**src/rtl/rr_fifo_arbiter.sv**
```systemverilog
`default_nettype none
// +------------------------------------------------------------------------+
// | Module  : rr_fifo_arbiter                                              |
// | Brief   : Round-robin drain of four class FIFOs into one downstream    |
// |           FIFO through a 2-entry skid buffer.                          |
// | Revision: 1.0 - initial release                                        |
// +------------------------------------------------------------------------+
module rr_fifo_arbiter #(
    parameter int DATA_SIZE = 6,
    parameter int CNT_SIZE  = 8
) (
    input  logic                 clk,
    input  logic                 reset,
    input  logic [3:0]           fifo_empty,
    input  logic [DATA_SIZE-1:0] fifo_data0,
    input  logic [DATA_SIZE-1:0] fifo_data1,
    input  logic [DATA_SIZE-1:0] fifo_data2,
    input  logic [DATA_SIZE-1:0] fifo_data3,
    output logic [3:0]           fifo_read,
    input  logic                 down_full,
    input  logic                 down_pause,
    output logic                 down_write,
    output logic [DATA_SIZE-1:0] down_data,
    output logic [1:0]           down_src,
    output logic [1:0]           arb_state,
    output logic [CNT_SIZE-1:0]  words_sent,
    output logic                 arb_error
);

    typedef enum logic [1:0] {
        ST_IDLE  = 2'd0,
        ST_ARB   = 2'd1,
        ST_PAUSE = 2'd2
    } state_t;

    localparam logic [1:0] c_LAST_RST = 2'd3;

    state_t               r_state_q,    w_state_d;
    logic [1:0]           r_last_q,     w_last_d;
    logic                 r_inflight_q, w_inflight_d;
    logic [1:0]           r_idx_q,      w_idx_d;
    logic [1:0]           r_cnt_q,      w_cnt_d;
    logic [DATA_SIZE-1:0] r_data0_q,    w_data0_d;
    logic [DATA_SIZE-1:0] r_data1_q,    w_data1_d;
    logic [1:0]           r_src0_q,     w_src0_d;
    logic [1:0]           r_src1_q,     w_src1_d;
    logic [CNT_SIZE-1:0]  r_sent_q,     w_sent_d;
    logic                 r_err_q,      w_err_d;

    logic                 w_any;
    logic                 w_found;
    logic [1:0]           w_cand;
    logic [1:0]           w_grant;
    logic [2:0]           w_occ;
    logic                 w_issue;
    logic [DATA_SIZE-1:0] w_cap_data;

    assign w_any = |(~fifo_empty);

    // Search last+1 .. last+4 (mod 4) for the first non-empty source.
    always_comb begin
        w_grant = r_last_q;
        w_found = 1'b0;
        w_cand  = 2'd0;
        for (int k = 1; k <= 4; k++) begin
            w_cand = r_last_q + k[1:0];
            if (!w_found && !fifo_empty[w_cand]) begin
                w_grant = w_cand;
                w_found = 1'b1;
            end
        end
    end

    // Occupancy counts the inflight word so the skid can never overflow.
    assign w_occ      = {1'b0, r_cnt_q} + {2'b00, r_inflight_q};
    assign down_write = (r_cnt_q != 2'd0) && !down_full;
    assign w_issue    = !reset && w_any && !down_pause && !down_full &&
                        ((w_occ - {2'b00, down_write}) < 3'd2);
    assign fifo_read  = w_issue ? (4'b0001 << w_grant) : 4'b0000;

    assign down_data  = r_data0_q;
    assign down_src   = r_src0_q;
    assign arb_state  = r_state_q;
    assign words_sent = r_sent_q;
    assign arb_error  = r_err_q;

    always_comb begin
        case (r_idx_q)
            2'd0:    w_cap_data = fifo_data0;
            2'd1:    w_cap_data = fifo_data1;
            2'd2:    w_cap_data = fifo_data2;
            default: w_cap_data = fifo_data3;
        endcase
    end

    always_comb begin
        w_last_d     = w_issue ? w_grant : r_last_q;
        w_inflight_d = w_issue;
        w_idx_d      = w_issue ? w_grant : r_idx_q;
        w_sent_d     = r_sent_q + {{(CNT_SIZE-1){1'b0}}, down_write};
    end

    // Skid buffer: entry 0 is the head; capture and drain may coincide.
    always_comb begin
        w_cnt_d   = r_cnt_q;
        w_data0_d = r_data0_q;
        w_data1_d = r_data1_q;
        w_src0_d  = r_src0_q;
        w_src1_d  = r_src1_q;
        w_err_d   = r_err_q;
        case ({r_inflight_q, down_write})
            2'b01: begin
                w_data0_d = r_data1_q;
                w_src0_d  = r_src1_q;
                w_cnt_d   = r_cnt_q - 2'd1;
            end
            2'b10: begin
                if (r_cnt_q == 2'd0) begin
                    w_data0_d = w_cap_data;
                    w_src0_d  = r_idx_q;
                    w_cnt_d   = 2'd1;
                end else if (r_cnt_q == 2'd1) begin
                    w_data1_d = w_cap_data;
                    w_src1_d  = r_idx_q;
                    w_cnt_d   = 2'd2;
                end else begin
                    w_err_d   = 1'b1;
                end
            end
            2'b11: begin
                if (r_cnt_q == 2'd1) begin
                    w_data0_d = w_cap_data;
                    w_src0_d  = r_idx_q;
                end else begin
                    w_data0_d = r_data1_q;
                    w_src0_d  = r_src1_q;
                    w_data1_d = w_cap_data;
                    w_src1_d  = r_idx_q;
                end
            end
            default: ;
        endcase
    end

    always_comb begin
        w_state_d = ST_IDLE;
        if (down_pause || down_full) begin
            w_state_d = ST_PAUSE;
        end else if (w_any || (r_cnt_q != 2'd0) || r_inflight_q) begin
            w_state_d = ST_ARB;
        end
    end

    always_ff @(posedge clk) begin
        if (reset) begin
            r_state_q    <= ST_IDLE;
            r_last_q     <= c_LAST_RST;
            r_inflight_q <= 1'b0;
            r_idx_q      <= 2'd0;
            r_cnt_q      <= 2'd0;
            r_data0_q    <= '0;
            r_data1_q    <= '0;
            r_src0_q     <= 2'd0;
            r_src1_q     <= 2'd0;
            r_sent_q     <= '0;
            r_err_q      <= 1'b0;
        end else begin
            r_state_q    <= w_state_d;
            r_last_q     <= w_last_d;
            r_inflight_q <= w_inflight_d;
            r_idx_q      <= w_idx_d;
            r_cnt_q      <= w_cnt_d;
            r_data0_q    <= w_data0_d;
            r_data1_q    <= w_data1_d;
            r_src0_q     <= w_src0_d;
            r_src1_q     <= w_src1_d;
            r_sent_q     <= w_sent_d;
            r_err_q      <= w_err_d;
        end
    end

endmodule
`default_nettype wire

```
**config.mk**
```make
export PLATFORM = sky130hd
export DESIGN_NAME = rr_fifo_arbiter
export DESIGN_NICKNAME = d
export VERILOG_FILES = /design/src/rtl/rr_fifo_arbiter.sv
export SDC_FILE = /design/constraint.sdc
export NUM_CORES = 1
export LEC_CHECK = 0
export CORE_ASPECT_RATIO = 0.6
export CORE_UTILIZATION = 50
export CTS_CLUSTER_DIAMETER = 150
export DETAILED_ROUTE_END_ITERATION = 8
export GPL_TIMING_DRIVEN = 1
export PLACE_DENSITY_LB_ADDON = 0.08
export SKIP_CTS_REPAIR_TIMING = 1
export SLEW_MARGIN = 20
export SYNTH_ARGS = -nofsm -noshare
export SYNTH_HDL_FRONTEND = slang
export SYNTH_SLANG_ARGS = --single-unit
export TNS_END_PERCENT = 100
```
**constraint.sdc**
```tcl
create_clock -name clk -period 5.9 [get_ports clk]
set_input_delay 0.59 -clock clk [delete_from_list [all_inputs] [get_ports clk]]
set_output_delay 0.59 -clock clk [all_outputs]
set_load 0.05 [all_outputs]
```
# Yosys cells after proc, flatten, opt, wreduce, memory -nomap -nowiden
# Cells that the tools add are included.
[word_totals]
memories = 0
reg_bits = 34
mem_bits_rw = 0
rom_bits = 0
latch_bits = 0
[classes]
magnitude_cmp = 5
n_reduce_logical = 31
eq_ne = 10
n_bitwise = 3
add_sub_neg = 7
div_mod_pow = 0
multipliers = 0
mux = 34
shifts = 1
[ops]
columns = ["operator", "count"]
rows = [
  ["$pmux 6 s3", 2],
  ["$mux 6", 4],
  ["$mux 2", 11],
  ["$lt 2x3->1 const B", 4],
  ["$pmux 6 s2", 1],
  ["$add 8x1->8", 1],
  ["$bmux 1 s2", 4],
  ["$logic_and 1x1->1", 8],
  ["$logic_not 1->1", 8],
  ["$mux 1", 8],
  ["$pmux 2 s2", 2],
  ["$eq 2x1->1 const B", 3],
  ["$eq 2x2->1 const B", 3],
  ["$ne 2x2->1 const B", 3],
  ["$pmux 2 s3", 1],
  ["$reduce_and 3->1", 2],
  ["$reduce_bool 2->1", 3],
  ["$add 2x2->2 const B", 2],
  ["$logic_not 2->1", 2],
  ["$mux 4", 1],
  ["$not 4->4", 1],
  ["$reduce_and 2->1", 2],
  ["$reduce_or 4->1", 1],
  ["$shl 1x2->4 const A", 1],
  ["10 further kinds", 13],
]

# Depth between registers and ports, before layout
[logic_depth]
word_depth = 14
depth_mapped = 14

# Worst setup path before layout
# No wires, ideal clock.
[synth_timing]
path_type = "reg-to-output"
startpoint = "reg r_cnt_q[1]"
endpoint = "out fifo_read[0]"
stages_incl_launch_ff = 12
setup_slack_ps = 2195
required_ps = 5310
arrival_ps = 3115
path_cell_list = "dfxtp_1 -> inv_1 -> ha_1 -> or2_1 -> buf_6 -> nor2_1 -> o21ai_0 -> fa_1 -> xor2_1 -> nor2_1 -> nand3_1 -> nor3_1"
[synth_via]
elab_chain_len = 6
elab_cells_between_ends = 7
[synth_lines]
columns = ["element", "line", "source"]
rows = [
  ["start, declared", "42", "logic [1:0] r_cnt_q, w_cnt_d;"],
  ["start signal, assigned", "172", "r_cnt_q <= w_cnt_d;"],
  ["parallel branches: the longest is 2 deep, another holds $add 2x1->3", "-", ""],
  ["$sub 3x1->3 *", "78", "((w_occ - {2'b00, down_write}) < 3'd2);"],
  ["$lt 3x2->1 *", "78", ""],
  ["$logic_and 1x1->1 *", "77", "assign w_issue = !reset && w_any && !down_pause && !down_full &&"],
  ["$mux 4 *", "79", "assign fifo_read = w_issue ? (4'b0001 << w_grant) : 4'b0000;"],
  ["end, declared", "19", "output logic [3:0] fifo_read,"],
]
# Every way passes the cells marked *.

# Final worst setup path
[layout_timing]
startpoint = "reg r_cnt_q[1]"
endpoint = "out fifo_read[2]"
# Same word-level chain as after synthesis.

==> metrics.txt <==
ANT cells=0; Ys Warns=0; most frequent cells after synthesis=41 x nor2_1, 34 x dfxtp_1, 12 x nor3_1; first-pass GRT wire length=6.71 mm; Top FF cell, synth=dfxtp_1; # setup viols final=0; DRC=0; Internal=543 uW; CP Launch Type=register; Nets=281; Crit-path slowest cell=clkdlybuf4s50_1; worst vdd ir=254 uV; die height=48.2 um; clk buf depth=2; Max-slew headroom=0.622; H-tree depth=2; clock-pin slew on the worst setup and hold paths=0.07 ns; starting density of the core=0.535; Sw Ratio=0.431; max incr delay on CP=0.80 ns; total negative slack=0 ns; synth top area cells=dfxtp_1 38%, nor2_1 8.7%, mux4_2 7.6%, mux2i_1 4.5%, a221oi_1 3.9%; Area Growth Syn to Fin=35.9%; crit path capture type=primary output; vias in the first global route=1431; ys async rst share=0; Syn Inst Count=190; Critical Path Most Common Cell=nor2_1; mapped cell area=1780 sq um; antenna violations before repair=0; Critical Path, Cell by Cell=inv_1, ha_1, or2_1, nor2_1, o21ai_0, fa_1, xor2_1, nor2_1, nand3_1, inv_2, nand2_2, nor2_1, clkdlybuf4s50_1; Unique masters post-synth=40; TritonCTS Buffers=5; sequential share of the synthesized area=0.383; worst hold path depth=2; count of pins over their slew limit=0; vias per cell=5.50; Hold WC Path Type=register to register; Worst path top cell family by delay=buffers and inverters; GP Congestion=0.876; Post-Route WL=4.27 mm; CP arrival=3.85 ns; outcome=finished clean; DR WL/cell=14.8 um; DP Wirelength=3.14 mm; die area=3810 sq um; Top Ports=56; first-iteration detailed-routing DRC count=95; EDFF count, synth=0; Cell Rows=16; core area=3320 sq um; worst-margin pin slew=0.567 ns; dpl ws=1.52 ns; Req. time, crit path=5.31 ns; CP max FO=12; Seq pwr share=0.327; share of cells above drive strength 1=0.111; worst path bufs/invs=3; share of the synthesized area in the top cell type=0.383; mean area per synthesized cell=9.36 sq um; Final Cycle Share=0.753; clk_lat worst skew=0.29 ns; critical path depth=13; Fmax achieved=0.225 GHz; DRT Pass-1 Iters=4; final worst path period need=4.44 ns; synthesis-stage register bit count=34; r2r worst-path depth=12; clock power share=0.185; P_leak=0.929 nW; RSZ-0062 raised after global routing=no; Sw Pwr=412 uW; Hold Vio Cnt, Final=0; Finished Layout Cells=289; Max-Cap Viols=0; CP Class=register to primary output; Final Skew=0.00578 ns; syn_nets=228; I/O Buffers=55; post-route ant nets=0; Total GRT Usage=0.240; most numerous cell in the Yosys netlist=nor2_1; pin count of the biggest net entering global routing=33; grt ovf=0; Cell Pwr Density=395 nW/um^2; Comb power frac=0.488; clock sink count=34; fin worst setup slack=1.46 ns; Cells after DPL=281; Vias=1589; CTS tree=done; die width=79.0 um; cell taking the most area after synthesis=dfxtp_1; CTS Root Cell=clkbuf_8
## per-layer routing
layer,share of wire,up-vias,GRT usage
met1,0.44,740,0.308
met3,0.090,4,0.0617
met5,0,-,0
li1,-,778,-
met2,0.46,67,0.405
met4,0.0087,0,0.0945
## registers in the layout (all words and copies together) (netlist names)
| signal | flops |
|---|---|
| arb_error | 1 |
| arb_state | 2 |
| down_data | 6 |
| down_src | 2 |
| r_cnt_q | 2 |
| r_data1_q | 6 |
| r_idx_q | 2 |
| r_inflight_q | 1 |
| r_last_q | 2 |
| r_src1_q | 2 |
| words_sent | 8 |
## power groups by stage
stage / clock network (mW) / registers (mW) / logic [mW]
after global placement: 0 / 0.314 / 0.454
after floorplan: 0 / 0.397 / 0.259
final: 0.177 / 0.312 / 0.466
after detailed placement: 0 / 0.317 / 0.463
after global routing: 0.191 / 0.319 / 0.512
after CTS: 0.182 / 0.312 / 0.466
## cells in the final DEF, fill, tap and decap left out, types with 2 or more instances in the layout
cell | synthesis | final
and3_1 | 5 | 5
nand3_1 | 5 | 5
xnor2_1 | 2 | 2
clkbuf_8 | 0 | 6
mux2i_1 | 8 | 8
a221oi_1 | 8 | 8
ha_1 | 5 | 5
mux4_2 | 6 | 6
nand2_1 | 7 | 7
clkdlybuf4s50_1 | 0 | 55
a21oi_2 | 2 | 2
nor3_1 | 12 | 12
inv_1 | 3 | 3
o21ai_0 | 5 | 5
or2_1 | 2 | 2
nor2b_1 | 4 | 4
a21oi_1 | 4 | 4
nor2_1 | 41 | 41
mux2_2 | 2 | 2
dfxtp_1 | 34 | 34
inv_2 | 3 | 3
xor2_1 | 5 | 5
nand2_2 | 2 | 2
## cell type report
type / count / area, sq um
Timing Repair Buffer: 56 / 558
Sequential cell: 34 / 681
Tap cell: 45 / 56.3
Fill cell: 251 / 907
Multi-Input combinational cell: 140 / 1010
Clock buffer: 7 / 86.3
Inverter: 6 / 22.5
Clock inverter: 1 / 5.00
## stage by stage
step	utilization	cell area (sq um)	hold slack, ns	total power, mW
2_1_floorplan	-	1780	0.460	0.656
3_3_place_gp	0.700	2320	0.458	0.768
3_5_place_dp	0.700	2320	0.480	0.780
4_1_cts	0.727	2420	0.494	0.960
5_1_grt	0.727	2420	0.524	1.02
6_report	0.727	2420	0.493	0.955
## path summary, 6_finish.rpt
kind                               end  slack [ns]                       from
min          down_data[3]$_SDFFE_PP0P_        0.49  down_data[3]$_SDFFE_PP0P_
max reg2reg    r_idx_q[0]$_SDFFE_PP0P_        3.05    r_cnt_q[1]$_SDFFE_PP0P_
max                       fifo_read[2]        1.46    r_cnt_q[1]$_SDFFE_PP0P_
min reg2reg  down_data[3]$_SDFFE_PP0P_        0.49  down_data[3]$_SDFFE_PP0P_
## worst min-delay path, cell delays in order (launching register included)
cell     delay [ns]
dfxtp_1        0.31
nor2_1         0.09
nor3_1         0.05
## cells by family (layout without fill, tap and decap cells)
| group | after synthesis | count (layout) | share of synthesized area |
|---|---|---|---|
| multiplexers | 17 | 17 | 0.140 |
| XOR/XNOR | 7 | 7 | 0.0345 |
| AND/OR/NAND/NOR | 82 | 82 | 0.215 |
| flip-flops | 34 | 34 | 0.383 |
| adder cells (fa/ha/maj) | 6 | 6 | 0.0464 |
| buffers and inverters | 16 | 70 | 0.0507 |
| AO/OA/AOI/OAI | 28 | 28 | 0.130 |
Note: power is estimated with default switching activity, not from simulation.
